--- config.mk ---
export PLATFORM = sky130hd
export DESIGN_NAME = pc_npc_unit_flat
export DESIGN_NICKNAME = d
export VERILOG_FILES = /design/src/rtl/pc_npc_unit_pkg.sv /design/src/rtl/pc_npc_unit_if.sv /design/src/rtl/pc_npc_unit_pc_adder.sv /design/src/rtl/pc_npc_unit.sv /design/src/flat_wrapper.sv
export SDC_FILE = /design/constraint.sdc
export NUM_CORES = 1
export LEC_CHECK = 0
export BUFFER_PORTS_ARGS = -buffer_cell sky130_fd_sc_hd__buf_4
export CAP_MARGIN = 25
export CORE_MARGIN = 1
export CORE_UTILIZATION = 52
export CTS_BUF_LIST = sky130_fd_sc_hd__clkbuf_8
export DETAILED_ROUTE_END_ITERATION = 10
export HOLD_SLACK_MARGIN = 0.03
export PLACE_DENSITY_LB_ADDON = 0.1
export SYNTH_ARGS = -nofsm -noshare
export SYNTH_HDL_FRONTEND = slang
export SYNTH_HIERARCHICAL = 1
export SYNTH_SLANG_ARGS = --single-unit
--- constraint.sdc ---
create_clock -name clk -period 8.9 [get_ports clk]
set_input_delay 2.225 -clock clk [delete_from_list [all_inputs] [get_ports clk]]
set_output_delay 2.225 -clock clk [all_outputs]
set_load 0.005 [all_outputs]
--- src/rtl/pc_npc_unit_pkg.sv ---
// rtl/pc_npc_unit_pkg.sv - shared encodings for the PC/nPC fetch-stage unit
// Contents: control-transfer encodings (cti_e) and FSM state codes (state_e).
package pc_npc_unit_pkg;

    typedef enum logic [1:0] {
        CTI_SEQ = 2'b00,
        CTI_BR  = 2'b01,
        CTI_JMP = 2'b10,
        CTI_RSV = 2'b11     // decoded as sequential
    } cti_e;

    typedef enum logic [1:0] {
        BOOT  = 2'd0,
        RUN   = 2'd1,
        ANNUL = 2'd2
    } state_e;

endpackage

--- src/rtl/pc_npc_unit_if.sv ---
// rtl/pc_npc_unit_if.sv - control-unit / fetch-unit bundle for pc_npc_unit
// master: control side (drives stall/cti/taken/annul/disp/jmp_addr/trap/tbr, reads pc/npc/pc4/status)
// slave : pc_npc_unit side (opposite directions)
interface pc_npc_unit_if #(
    parameter int WIDTH = 32,
    parameter int ALIGN = 2
);
    import pc_npc_unit_pkg::*;

    logic                   stall_i;
    cti_e                   cti_i;
    logic                   taken_i;
    logic                   annul_i;
    logic [WIDTH-ALIGN-1:0] disp_i;
    logic [WIDTH-1:0]       jmp_addr_i;
    logic                   trap_i;
    logic [WIDTH-1:0]       tbr_i;
    logic [WIDTH-1:0]       pc_o;
    logic [WIDTH-1:0]       npc_o;
    logic [WIDTH-1:0]       pc4_o;
    logic                   fetch_valid_o;
    logic                   annulled_o;
    logic                   misalign_o;

    modport master (
        output stall_i, cti_i, taken_i, annul_i, disp_i, jmp_addr_i, trap_i, tbr_i,
        input  pc_o, npc_o, pc4_o, fetch_valid_o, annulled_o, misalign_o
    );

    modport slave (
        input  stall_i, cti_i, taken_i, annul_i, disp_i, jmp_addr_i, trap_i, tbr_i,
        output pc_o, npc_o, pc4_o, fetch_valid_o, annulled_o, misalign_o
    );

endinterface

--- src/rtl/pc_npc_unit_pc_adder.sv ---
// rtl/pc_npc_unit_pc_adder.sv - combinational modulo-2^WIDTH address adder
// Ports: a, b (WIDTH) in; sum (WIDTH) out = a + b, carry-out discarded.
module pc_adder #(
    parameter int WIDTH = 32
) (
    input  logic [WIDTH-1:0] a,
    input  logic [WIDTH-1:0] b,
    output logic [WIDTH-1:0] sum
);

    assign sum = a + b;

endmodule

--- src/rtl/pc_npc_unit.sv ---
// rtl/pc_npc_unit.sv - SPARC-style PC/nPC register pair with next-pair selection
// Ports: clk, rst (sync active-high); bus (pc_npc_unit_if.slave) carrying the
// control inputs (stall, cti, taken, annul, disp, jmp_addr, trap, tbr) and the
// fetch outputs (pc, npc, pc4, fetch_valid, annulled, misalign).
module pc_npc_unit
    import pc_npc_unit_pkg::*;
#(
    parameter int               WIDTH    = 32,
    parameter int               ALIGN    = 2,
    parameter logic [WIDTH-1:0] RESET_PC = '0
) (
    input  logic          clk,
    input  logic          rst,
    pc_npc_unit_if.slave  bus
);

    localparam logic [WIDTH-1:0] STEP      = WIDTH'(1) << ALIGN;
    localparam logic [WIDTH-1:0] RESET_NPC = RESET_PC + STEP;

    logic [WIDTH-1:0] pc_q;
    logic [WIDTH-1:0] npc_q;
    state_e           state_q;
    logic             fetch_valid_q;
    logic             annulled_q;
    logic             misalign_q;

    logic [WIDTH-1:0] npc_seq;
    logic [WIDTH-1:0] br_off;
    logic [WIDTH-1:0] br_tgt;
    logic [WIDTH-1:0] tbr_next;
    logic             jmp_mis;
    logic             tbr_mis;

    // Word displacement sign-extended to WIDTH-ALIGN.. then scaled to bytes;
    // the low ALIGN bits of the result are always zero.
    assign br_off  = {{ALIGN{bus.disp_i[WIDTH-ALIGN-1]}}, bus.disp_i} << ALIGN;
    assign jmp_mis = |bus.jmp_addr_i[ALIGN-1:0];
    assign tbr_mis = |bus.tbr_i[ALIGN-1:0];

    pc_adder #(.WIDTH(WIDTH)) u_pc4      (.a(pc_q),      .b(STEP),   .sum(bus.pc4_o));
    pc_adder #(.WIDTH(WIDTH)) u_npc_seq  (.a(npc_q),     .b(STEP),   .sum(npc_seq));
    pc_adder #(.WIDTH(WIDTH)) u_br_tgt   (.a(pc_q),      .b(br_off), .sum(br_tgt));
    pc_adder #(.WIDTH(WIDTH)) u_trap_npc (.a(bus.tbr_i), .b(STEP),   .sum(tbr_next));

    assign bus.pc_o          = pc_q;
    assign bus.npc_o         = npc_q;
    assign bus.fetch_valid_o = fetch_valid_q;
    assign bus.annulled_o    = annulled_q;
    assign bus.misalign_o    = misalign_q;

    always_ff @(posedge clk) begin
        if (rst) begin
            pc_q          <= RESET_PC;
            npc_q         <= RESET_NPC;
            state_q       <= BOOT;
            fetch_valid_q <= 1'b0;
            annulled_q    <= 1'b0;
            misalign_q    <= 1'b0;
        end else begin
            misalign_q <= 1'b0;
            case (state_q)
                BOOT: begin
                    // Pair stays at the reset values for this one cycle.
                    state_q       <= RUN;
                    fetch_valid_q <= 1'b1;
                    annulled_q    <= 1'b0;
                end
                default: begin
                    if (bus.trap_i) begin
                        // A misaligned vector leaves pc/npc/state untouched.
                        if (tbr_mis) begin
                            misalign_q <= 1'b1;
                        end else begin
                            pc_q       <= bus.tbr_i;
                            npc_q      <= tbr_next;
                            state_q    <= RUN;
                            annulled_q <= 1'b0;
                        end
                    end else if (bus.stall_i) begin
                        // hold everything
                    end else if (state_q == ANNUL) begin
                        // Squashed delay-slot instruction: its control transfer is ignored.
                        pc_q       <= npc_q;
                        npc_q      <= npc_seq;
                        state_q    <= RUN;
                        annulled_q <= 1'b0;
                    end else begin
                        case (bus.cti_i)
                            CTI_BR: begin
                                pc_q <= npc_q;
                                if (bus.taken_i) begin
                                    npc_q <= br_tgt;
                                end else begin
                                    npc_q <= npc_seq;
                                    if (bus.annul_i) begin
                                        state_q    <= ANNUL;
                                        annulled_q <= 1'b1;
                                    end
                                end
                            end
                            CTI_JMP: begin
                                if (jmp_mis) begin
                                    misalign_q <= 1'b1;
                                end else begin
                                    pc_q  <= npc_q;
                                    npc_q <= bus.jmp_addr_i;
                                end
                            end
                            default: begin
                                pc_q  <= npc_q;
                                npc_q <= npc_seq;
                            end
                        endcase
                    end
                end
            endcase
        end
    end

endmodule

--- src/flat_wrapper.sv ---
// flat-port wrapper written by rule: the top's interface ports become plain ports
module pc_npc_unit_flat import pc_npc_unit_pkg::*;
#(
    parameter int               WIDTH    = 32,
    parameter int               ALIGN    = 2,
    parameter logic [WIDTH-1:0] RESET_PC = '0
)
  (clk, rst, bus_stall_i, bus_cti_i, bus_taken_i, bus_annul_i, bus_disp_i, bus_jmp_addr_i, bus_trap_i, bus_tbr_i, bus_pc_o, bus_npc_o, bus_pc4_o, bus_fetch_valid_o, bus_annulled_o, bus_misalign_o);
  pc_npc_unit_if #(.WIDTH(WIDTH), .ALIGN(ALIGN)) bus_i ();
  input  logic clk;
  input  logic rst;
  input wire logic [$bits(bus_i.stall_i)-1:0] bus_stall_i;
  input wire logic [$bits(bus_i.cti_i)-1:0] bus_cti_i;
  input wire logic [$bits(bus_i.taken_i)-1:0] bus_taken_i;
  input wire logic [$bits(bus_i.annul_i)-1:0] bus_annul_i;
  input wire logic [$bits(bus_i.disp_i)-1:0] bus_disp_i;
  input wire logic [$bits(bus_i.jmp_addr_i)-1:0] bus_jmp_addr_i;
  input wire logic [$bits(bus_i.trap_i)-1:0] bus_trap_i;
  input wire logic [$bits(bus_i.tbr_i)-1:0] bus_tbr_i;
  output wire logic [$bits(bus_i.pc_o)-1:0] bus_pc_o;
  output wire logic [$bits(bus_i.npc_o)-1:0] bus_npc_o;
  output wire logic [$bits(bus_i.pc4_o)-1:0] bus_pc4_o;
  output wire logic [$bits(bus_i.fetch_valid_o)-1:0] bus_fetch_valid_o;
  output wire logic [$bits(bus_i.annulled_o)-1:0] bus_annulled_o;
  output wire logic [$bits(bus_i.misalign_o)-1:0] bus_misalign_o;
  assign bus_i.stall_i = bus_stall_i;
  assign bus_i.cti_i = bus_cti_i;
  assign bus_i.taken_i = bus_taken_i;
  assign bus_i.annul_i = bus_annul_i;
  assign bus_i.disp_i = bus_disp_i;
  assign bus_i.jmp_addr_i = bus_jmp_addr_i;
  assign bus_i.trap_i = bus_trap_i;
  assign bus_i.tbr_i = bus_tbr_i;
  assign bus_pc_o = bus_i.pc_o;
  assign bus_npc_o = bus_i.npc_o;
  assign bus_pc4_o = bus_i.pc4_o;
  assign bus_fetch_valid_o = bus_i.fetch_valid_o;
  assign bus_annulled_o = bus_i.annulled_o;
  assign bus_misalign_o = bus_i.misalign_o;
  pc_npc_unit #(.WIDTH(WIDTH), .ALIGN(ALIGN), .RESET_PC(RESET_PC)) u_core (.clk(clk), .rst(rst), .bus(bus_i));
endmodule
Yosys cells after proc, flatten, opt, wreduce, memory -nomap -nowiden. Cells that the tools add are included.

Input port bits: 102. Output and inout bits: 99. Flip-flop bits (word level): 69.

Eq/ne operators: 10. Add/subtract/negate cells: 4. Reduce and logical (&&, ||, !) cells: 11. Muxes and demuxes: 34. Bitwise operators: 1.

Operators by type and width (count): 32-bit two-way mux (12); 32-bit by 3-bit adder with 32-bit output (second input constant) (3); 32-bit one-hot mux with 2 select lines (1); 32-bit adder (1); 1-bit two-way mux (14); 2-bit two-way mux (7); 5-bit AND reduction (2); 4-bit nonzero test (2); 3-bit by 1-bit inequality test with 1-bit output (second input constant) (2); 3-bit nonzero test (2); 2-bit OR reduction (3); 2-bit equality test (second input constant) (2); 4-bit by 1-bit inequality test with 1-bit output (second input constant) (1); 4-bit inequality test (second input constant) (1); 4-bit AND reduction (1); 3-bit inequality test (second input constant) (1); 2-bit by 1-bit equality test with 1-bit output (second input constant) (1); 2-bit zero test (1); 2-bit by 1-bit inequality test with 1-bit output (second input constant) (1); 2-bit inequality test (second input constant) (1); 1-bit inverter (1).

Longest topological paths before layout. Gate-level depths: netlist of the first run.

Depth after elaboration: 7. Gate-level depth with buffers: 13.

Cells and area by module. Netlist of the first run, hierarchy kept.

Modules (own cells, without submodules): pc_npc_unit (seq. area each 1361.3 um2, area an instance 4383.0 um2, cells each 419, instances 1); pc_adder at u_core.u_br_tgt ... (seq. area each 0.0 um2, area an instance 1744.2 um2, cells each 241, instances 2); pc_adder at u_core.u_pc4 (seq. area each 0.0 um2, area an instance 1739.2 um2, cells each 248, instances 1); pc_adder at u_core.u_trap_npc (seq. area each 0.0 um2, area an instance 1498.9 um2, cells each 202, instances 1).

Least setup slack after synthesis of the first run. OpenSTA, ideal clock, no wires.

Path type: in2reg. Start: input port bus_tbr_i[6]. End: register u_core.npc_q[30], in the netlist u_core/bus.npc_o[30]. Setup slack: 4258 ps. Arrival: 4504 ps. Stages: 11. Setup time: 138 ps. Cell sequence: ha_1 a22o_1 o22ai_1 a21oi_1 a311o_1 a211o_1 a21o_1 a311oi_2 xnor2_1 o2111ai_1 o32ai_2.

Longest elaborated chain between the ends: 3.

Ends and longest elaborated chain: start, declared (line flat_wrapper.sv:19) `input wire logic [$bits(bus_i.tbr_i)-1:0] bus_tbr_i;`; 32-bit by 3-bit adder with 32-bit output (line pc_npc_unit_pc_adder.sv:11) `assign sum = a + b;`; named net u_core.tbr_next[30] (line pc_npc_unit.sv:30) `logic [WIDTH-1:0] tbr_next;`; 32-bit two-way mux (line pc_npc_unit.sv:71) `if (tbr_mis) begin`; 32-bit two-way mux (line pc_npc_unit.sv:69) `if (bus.trap_i) begin`; end signal, assigned (line pc_npc_unit.sv:75) `npc_q <= tbr_next;`; end signal, assigned (line pc_npc_unit.sv:84) `npc_q <= npc_seq;`; end signal, assigned (line pc_npc_unit.sv:92) `npc_q <= br_tgt;`; end, declared (line pc_npc_unit.sv:21) `logic [WIDTH-1:0] npc_q;`.

The timed path passes the listed nets, and every way through them passes these cells. The select of a mux whose other input is x is not followed. A chain may end at the register's enable or synchronous reset.

Final worst setup path of the first run.
Start: input port bus_disp_i[13]. End: register u_core.npc_q[30], in the netlist u_core/bus.npc_o[30].

Longest elaborated chain between the ends: 6.

Ends and longest elaborated chain: start, declared (line flat_wrapper.sv:16) `input wire logic [$bits(bus_i.disp_i)-1:0] bus_disp_i;`; 32-bit adder (line pc_npc_unit_pc_adder.sv:11); named net u_core.br_tgt[30] (line pc_npc_unit.sv:29) `logic [WIDTH-1:0] br_tgt;`; 32-bit two-way mux (line pc_npc_unit.sv:91) `if (bus.taken_i) begin`; 32-bit one-hot mux with 2 select lines (line pc_npc_unit.sv:88) `case (bus.cti_i)`; 32-bit two-way mux (line pc_npc_unit.sv:81) `end else if (state_q == ANNUL) begin`; 32-bit two-way mux (line pc_npc_unit.sv:79) `end else if (bus.stall_i) begin`; 32-bit two-way mux (line pc_npc_unit.sv:69).

The timed path passes the listed nets, and every way through them passes these cells. The select of a mux whose other input is x is not followed.

==> results of run 1 <==
==> area by class of cell <==
| class | instances | area (µm²) | share of cell area |
|---|---|---|---|
| well taps | 275 | 344.1 | 0.02596 |
| inverters | 53 | 198.9 | 0.01501 |
| multi-input cells | 1242 | 9508 | 0.7173 |
| repair buffers | 211 | 1637 | 0.1235 |
| flip-flops and latches | 68 | 1361 | 0.1027 |
| clock inverters | 7 | 82.58 | 0.006230 |
| clock buffers | 9 | 123.9 | 0.009345 |
==> metrics by stage <==
step	utilization	instances	total power, W	setup WS (ns)	instance area (µm²)
finish	0.6326	1865	0.001559	3.924	13260
global route	0.6326	1865	0.001656	3.696	13260
CTS	0.6303	1863	0.001525	3.906	13210
detailed placement	0.6204	1847	0.001241	3.643	13000
global placement	0.6191	1846	0.001231	3.776	12970
floorplan	-	1451	0.0009835	4.258	11480
==> cells in the final DEF (no fill, tap or decap), types with 31 or more instances in the layout <==
cell / netlist / routed
mux2i_1: 36 / 36
a21o_1: 61 / 61
o2111ai_1: 31 / 31
a41o_1: 31 / 31
xor2_1: 49 / 49
dfxtp_1: 68 / 68
inv_1: 53 / 53
o21ai_0: 50 / 50
a21oi_1: 122 / 122
nand3_1: 34 / 34
xnor2_1: 68 / 68
ha_1: 127 / 127
conb_1: 2 / 102
nor2_1: 59 / 59
buf_4: 4 / 208
a211oi_2: 34 / 34
nand2_1: 73 / 73
==> report_power, final <==
part / leakage, nW / internal, W / total, W / switching [W]
registers: 0.558 / 0.000329 / 0.000368 / 0.0000389
logic: 5.48 / 0.000399 / 0.000911 / 0.000512
clock network: 0.0988 / 0.000134 / 0.000280 / 0.000146
total: 6.14 / 0.000862 / 0.00156 / 0.000697
==> state kept, by name (all words and copies together), names as in the netlist <==
signal and flops:
u_core/bus.fetch_valid_o 1, u_core/bus.pc_o 32, u_core/state_q 2, u_core/bus.npc_o 32, u_core/bus.misalign_o 1
==> routing by layer <==
metal  up-vias  track usage  share of wire
li1       5651            -              -
met1      5515       0.4826           0.47
met2       514       0.4901           0.43
met3        50      0.03988          0.087
met4         0      0.08660          0.020
met5         -            0              0
==> worst paths after layout <==
check / end / slack [ns] / startpoint
worst max-delay path: u_core/bus.npc_o[30] / 3.92 / bus_disp_i[13]
worst min-delay path: u_core/bus.npc_o[0] / 0.52 / u_core/bus.npc_o[0]
worst max register to register: u_core/bus.npc_o[30] / 5.49 / u_core/bus.pc_o[18]
worst min register to register: u_core/bus.npc_o[0] / 0.52 / u_core/bus.npc_o[0]
==> worst max-delay path, cell delays in order <==
cell and delay [ns]:
buf_4 0.12, ha_1 0.37, a21oi_1 0.29, o21ai_0 0.14, o311ai_1 0.44, o221ai_1 0.26, mux2i_1 0.16, a21oi_1 0.12
o311ai_1 0.15, a32oi_1 0.25, nor3_1 0.07, a211oi_1 0.43, o32ai_2 0.16
==> cell families (layout without fill, tap and decap cells) <==
| logic type | after synthesis | after routing | share of synthesized area |
|---|---|---|---|
| AO/OA/AOI/OAI | 567 | 567 | 0.4149 |
| XOR/XNOR | 117 | 117 | 0.09224 |
| adder cells (fa/ha/maj) | 131 | 131 | 0.1502 |
| buffers and inverters | 141 | 280 | 0.05654 |
| flip-flops | 68 | 68 | 0.1225 |
| multiplexers | 36 | 36 | 0.03244 |
| other | 2 | 102 | 0.0006760 |
| AND/OR/NAND/NOR | 289 | 289 | 0.1304 |
==> results_dict.tcl, run 1 <==
set metrics [dict create \
    synthTopCellsByArea "ha_1, dfxtp_1, a21oi_1" \
    synth_flop_cell "dfxtp_1" \
    cts-resized-gates 0 \
    grt_pass1_vias 10610 \
    io_buffers 200 \
    wl_per_cell_um 19.39 \
    synth_edf_count 0 \
    fp.coreArea_um2 20960 \
    grt_setup_unrepaired "no" \
    die_w_um 148.2 \
    die_y_um 148.2 \
    arrival_ns 5.19 \
    r2r_cells 12 \
    dp_hpwl_um 28150 \
    async_flop_share 0 \
    antennaDiodeCount 0 \
    cts_tree "built" \
    ys_seq_area_frac 0.1225 \
    yosysTopAreaCell "ha_1" \
    worstMarginPinSlew_ns 0.9975 \
    die_area_um2 21950 \
    p_leak_nw 6.139 \
    clk_pin_slew_ns 0.09 \
    synth_cells 1351 \
    pwr_density_cell_nw_per_um2 117.6 \
    hold_ws_ns 0.5212 \
    fin_crit_ns 4.976 \
    ys_ff_latch 68 \
    ir_worst_vdd_mv 0.07217 \
    fill_cells 1907 \
    grt_pass1_wl_um 56590 \
    endpoint_kind "register" \
    finalHoldViolations 0 \
    grt_remaining_overflow 0 \
    clock_skew_ns 0.01474 \
    cts_sinks 68 \
    status "finished clean" \
    hold_buffers 0 \
    cp-start-kind "input pin" \
    fp-row-count 53 \
    cts_made_buffers 9 \
    fin_crit_sh 0.5591 \
    timing.fmax_ghz 0.2010 \
    io_pins 201 \
    drive_gt1_frac 0.2277 \
    num_vias 11730 \
    crit_type "input pin to register" \
    cts-root-buf "clkbuf_8" \
    clockBufferDepth 2 \
    dr.pass1.iters 5 \
    clock_latency_ns 0.37 \
    drt_iter0_markers 1147 \
    viasPerCell 6.290 \
    worstPathRequired_ns 9.11 \
    netlist_area_um2 11110 \
    synth_top_area_share 0.1430 \
    antenna_found_initial 0 \
    syn_to_final_growth_pct 19.32 \
    nets 1818 \
    globalplace.congestion 0.9598 \
    htreeDepth 3 \
    yosysMostFrequentCell "ha_1" \
    synth.distinct_cells 84 \
    min_path_cells 2 \
    path_max_fanout 7 \
    finalSetupViolCount 0 \
    grt_use_total 0.3255 \
    grt_start_max_net_pins 69 \
    cts_setup_buffers 0 \
    drcViolationCount 0 \
    start_util 0.5302 \
    antenna_left 0 \
    synth_common_cells "ha_1, a21oi_1, nand2_1" \
    wl_um 36160 \
    maxCapViolations 0 \
    yosys_warnings 6 \
    fin_setup_tns_ns 0 \
    syn_avg_cell_area_um2 8.223 \
    slew_headroom 0.3350 \
    hp-class "register to register" \
    drv_slew 0 \
]
No activity file was read; power rests on OpenSTA's default activity.
==> inputs of run 2 (changes only) <==
--- a/config.mk
+++ b/config.mk
@@ -5,6 +5,7 @@
 export SDC_FILE = /design/constraint.sdc
 export NUM_CORES = 1
 export LEC_CHECK = 0
+export ABC_AREA = 1
 export BUFFER_PORTS_ARGS = -buffer_cell sky130_fd_sc_hd__buf_4
 export CAP_MARGIN = 25
 export CORE_MARGIN = 1
==> constraint.sdc (replaced) <==
create_clock -name clk -period 4.6 [get_ports clk]
set_input_delay 1.15 -clock clk [delete_from_list [all_inputs] [get_ports clk]]
set_output_delay 1.15 -clock clk [all_outputs]
set_load 0.005 [all_outputs]
==> run 2 against run 1 <==
Net effect:
- setup slack worse by 2.8 ns
- area after synthesis is 27% higher
- core utilization is 0.94 points lower
- sequential share of layout area is 2.0 points lower
- total power is 110% higher
- wire length is 45% higher
- combinational power is 120% higher
- final cell count is 86% higher
- cell area is 24% higher
- sequential cell count stayed put
- register-to-register slack worse by 3.6 ns
- hold slack worse by 0.040 ns
- largest cell class unchanged
==> results_dict.tcl, run 2 <==
set metrics [dict create \
    synthTopCellsByArea "nand2_1, inv_1, ha_1" \
    drv_slew 0 \
    fin_util 0.6232 \
    endpoint_kind "output port" \
    route.met2.wl_um 23700 \
    timing.fmax_ghz 0.2888 \
    wl_per_cell_um 15.18 \
    cts_made_buffers 9 \
    yosysTopAreaCell "nand2_1" \
    fp.coreArea_um2 26350 \
    grt_pass1_wl_um 81510 \
    viasPerCell 5.118 \
    clk_pin_slew_ns 0.08 \
    synth_cells 2858 \
    fin_crit_ns 3.463 \
    clock_latency_ns 0.38 \
    p_sw_frac 0.4961 \
    grt_start_max_net_pins 93 \
    worstPathRequired_ns 3.45 \
    drcViolationCount 0 \
    grt_pass1_vias 15800 \
    seq_power_share 0.222 \
    wl_met1_um 22360 \
    cts_tree "built" \
    crit_chain "ha_1 > nand2_1 > inv_1 > nand2_1 > nor3_1 > nand3_1 > nand3_1 > nand2_1 > nand2_1 > buf_4" \
    die_w_um 166.7 \
    finalSetupViolCount 0 \
    slew_headroom 0.3649 \
    clock_skew_ns 0.01350 \
    p_int_w 0.001675 \
    io_pins 201 \
    yosysMostFrequentCell "nand2_1" \
    cts-root-buf "clkbuf_8" \
    hold_buffers 0 \
    cpMaxStageDelayCell "dfxtp_1" \
    globalplace.congestion 1.025 \
    netSwitchingPower_w 0.001649 \
    comb_power_share 0.608 \
    fp-row-count 59 \
    cpPeakStageDelay_ns 0.54 \
    cts-resized-gates 0 \
    routed-wl-met3_um 4089 \
    cts_sinks 68 \
    grt_use_total 0.3712 \
    hp-class "register to register" \
    arrival_ns 2.31 \
    num_vias 17710 \
    crit_top_cell "nand2_1" \
    finalHoldViolations 0 \
    start_util 0.5349 \
    worstMarginPinSlew_ns 0.9516 \
    synth_edf_count 0 \
    synth_flop_cell "dfxtp_1" \
    nets 3355 \
    clkPwrFrac 0.170 \
    total_power_w 0.003323 \
    ys_seq_area_frac 0.09657 \
    top_layer "met5" \
    synth.distinct_cells 30 \
    final_common_cell "nand2_1" \
    io_buffers 200 \
    clockBufferDepth 2 \
    fin_setup_tns_ns 0 \
    p_leak_nw 11.01 \
    cp.buffers_inverters 2 \
    path_max_fanout 5 \
    cp-start-kind "register" \
    die_y_um 166.7 \
    fin_crit_sh 0.7528 \
    cpLargestDelayFamily "simple AND/OR/NAND/NOR gates" \
    grt_setup_unrepaired "no" \
    drive_gt1_frac 0.09629 \
    yosys_warnings 6 \
    async_flop_share 0 \
    antennaDiodeCount 0 \
    dr.pass1.iters 9 \
    ir_worst_vdd_mv 0.1689 \
    antenna_left 0 \
    wl_um 52520 \
    synth_common_cells "nand2_1, inv_1, nor2_1" \
    die_area_um2 27770 \
    dp_hpwl_um 44680 \
    crit_type "register to output port" \
    syn_to_final_growth_pct 16.50 \
    ys_ff_latch 68 \
    cts_setup_buffers 0 \
    antenna_found_initial 1 \
    netlist_area_um2 14100 \
    hold_ws_ns 0.4809 \
    pwr_density_cell_nw_per_um2 202.4 \
    syn_avg_cell_area_um2 4.933 \
    status "finished clean" \
    maxCapViolations 0 \
    grt_remaining_overflow 0 \
    drt_iter0_markers 1757 \
    synth_top_area_share 0.3398 \
    final_cell_mix "nand2_1, inv_1, nor2_1, buf_4, nand3_1" \
    htreeDepth 3 \
]
[run 2: final timing paths]
path / start / to / slack, ns / cells past startpoint
max: u_core/bus.pc_o[20] / bus_pc4_o[24] / 1.14 / 10
min: u_core/state_q[0] / u_core/state_q[0] / 0.48 / 2
max reg2reg: u_core/bus.pc_o[8] / u_core/bus.npc_o[23] / 1.90 / 19
min reg2reg: u_core/state_q[0] / u_core/state_q[0] / 0.48 / 2
[run 2: layout make-up]
class                   count  area (µm²)
clock buffers               9       123.9
clock inverters             6       88.84
fillers                  2810        9931
inverters                 553        2076
multi-input cells        2283       10770
flip-flops and latches     68        1361
well taps                 335       419.2
repair buffers            207        1587
[run 2: worst min-delay path, delay by kind of cell (launching register included)]
kind | cells | cell delay [ns]
and+or+nand+nor | 1 | 0.06
DFF | 1 | 0.33
AOI/OAI and AO/OA | 1 | 0.05
[run 2: through the flow]
step / instances / area (µm²) / worst slack (ns)
finish: 3461 / 16420 / 1.137
global route: 3461 / 16420 / 0.9873
CTS: 3460 / 16400 / 1.183
detailed placement: 3445 / 16190 / 1.198
global placement: 3444 / 16180 / 1.250
floorplan: 2958 / 14470 / 1.855
[run 2: power by group through the flow]
stage	Combinational, W	Sequential [W]	Clock, W
after floorplan	0.00132	0.000694	0
after global placement	0.00189	0.000751	0
after detailed placement	0.00191	0.000749	0
after CTS	0.00192	0.000736	0.000572
after global routing	0.00224	0.000739	0.000596
final	0.00202	0.000738	0.000565
[run 2: cell families after synthesis]
family,synth area share
fa+ha+maj,0.1184
other cells,0.0005327
xor+xnor,0.03976
flops,0.09657
simple gates,0.5157
compound gates,0.06266
buf+inv,0.1664
[run 2: layer usage]
layer  up-vias  global-route usage
met2       727              0.6235
met1      7915              0.4771
met5         -                   0
met3       125             0.04301
li1       8945                   -
met4         2              0.1630
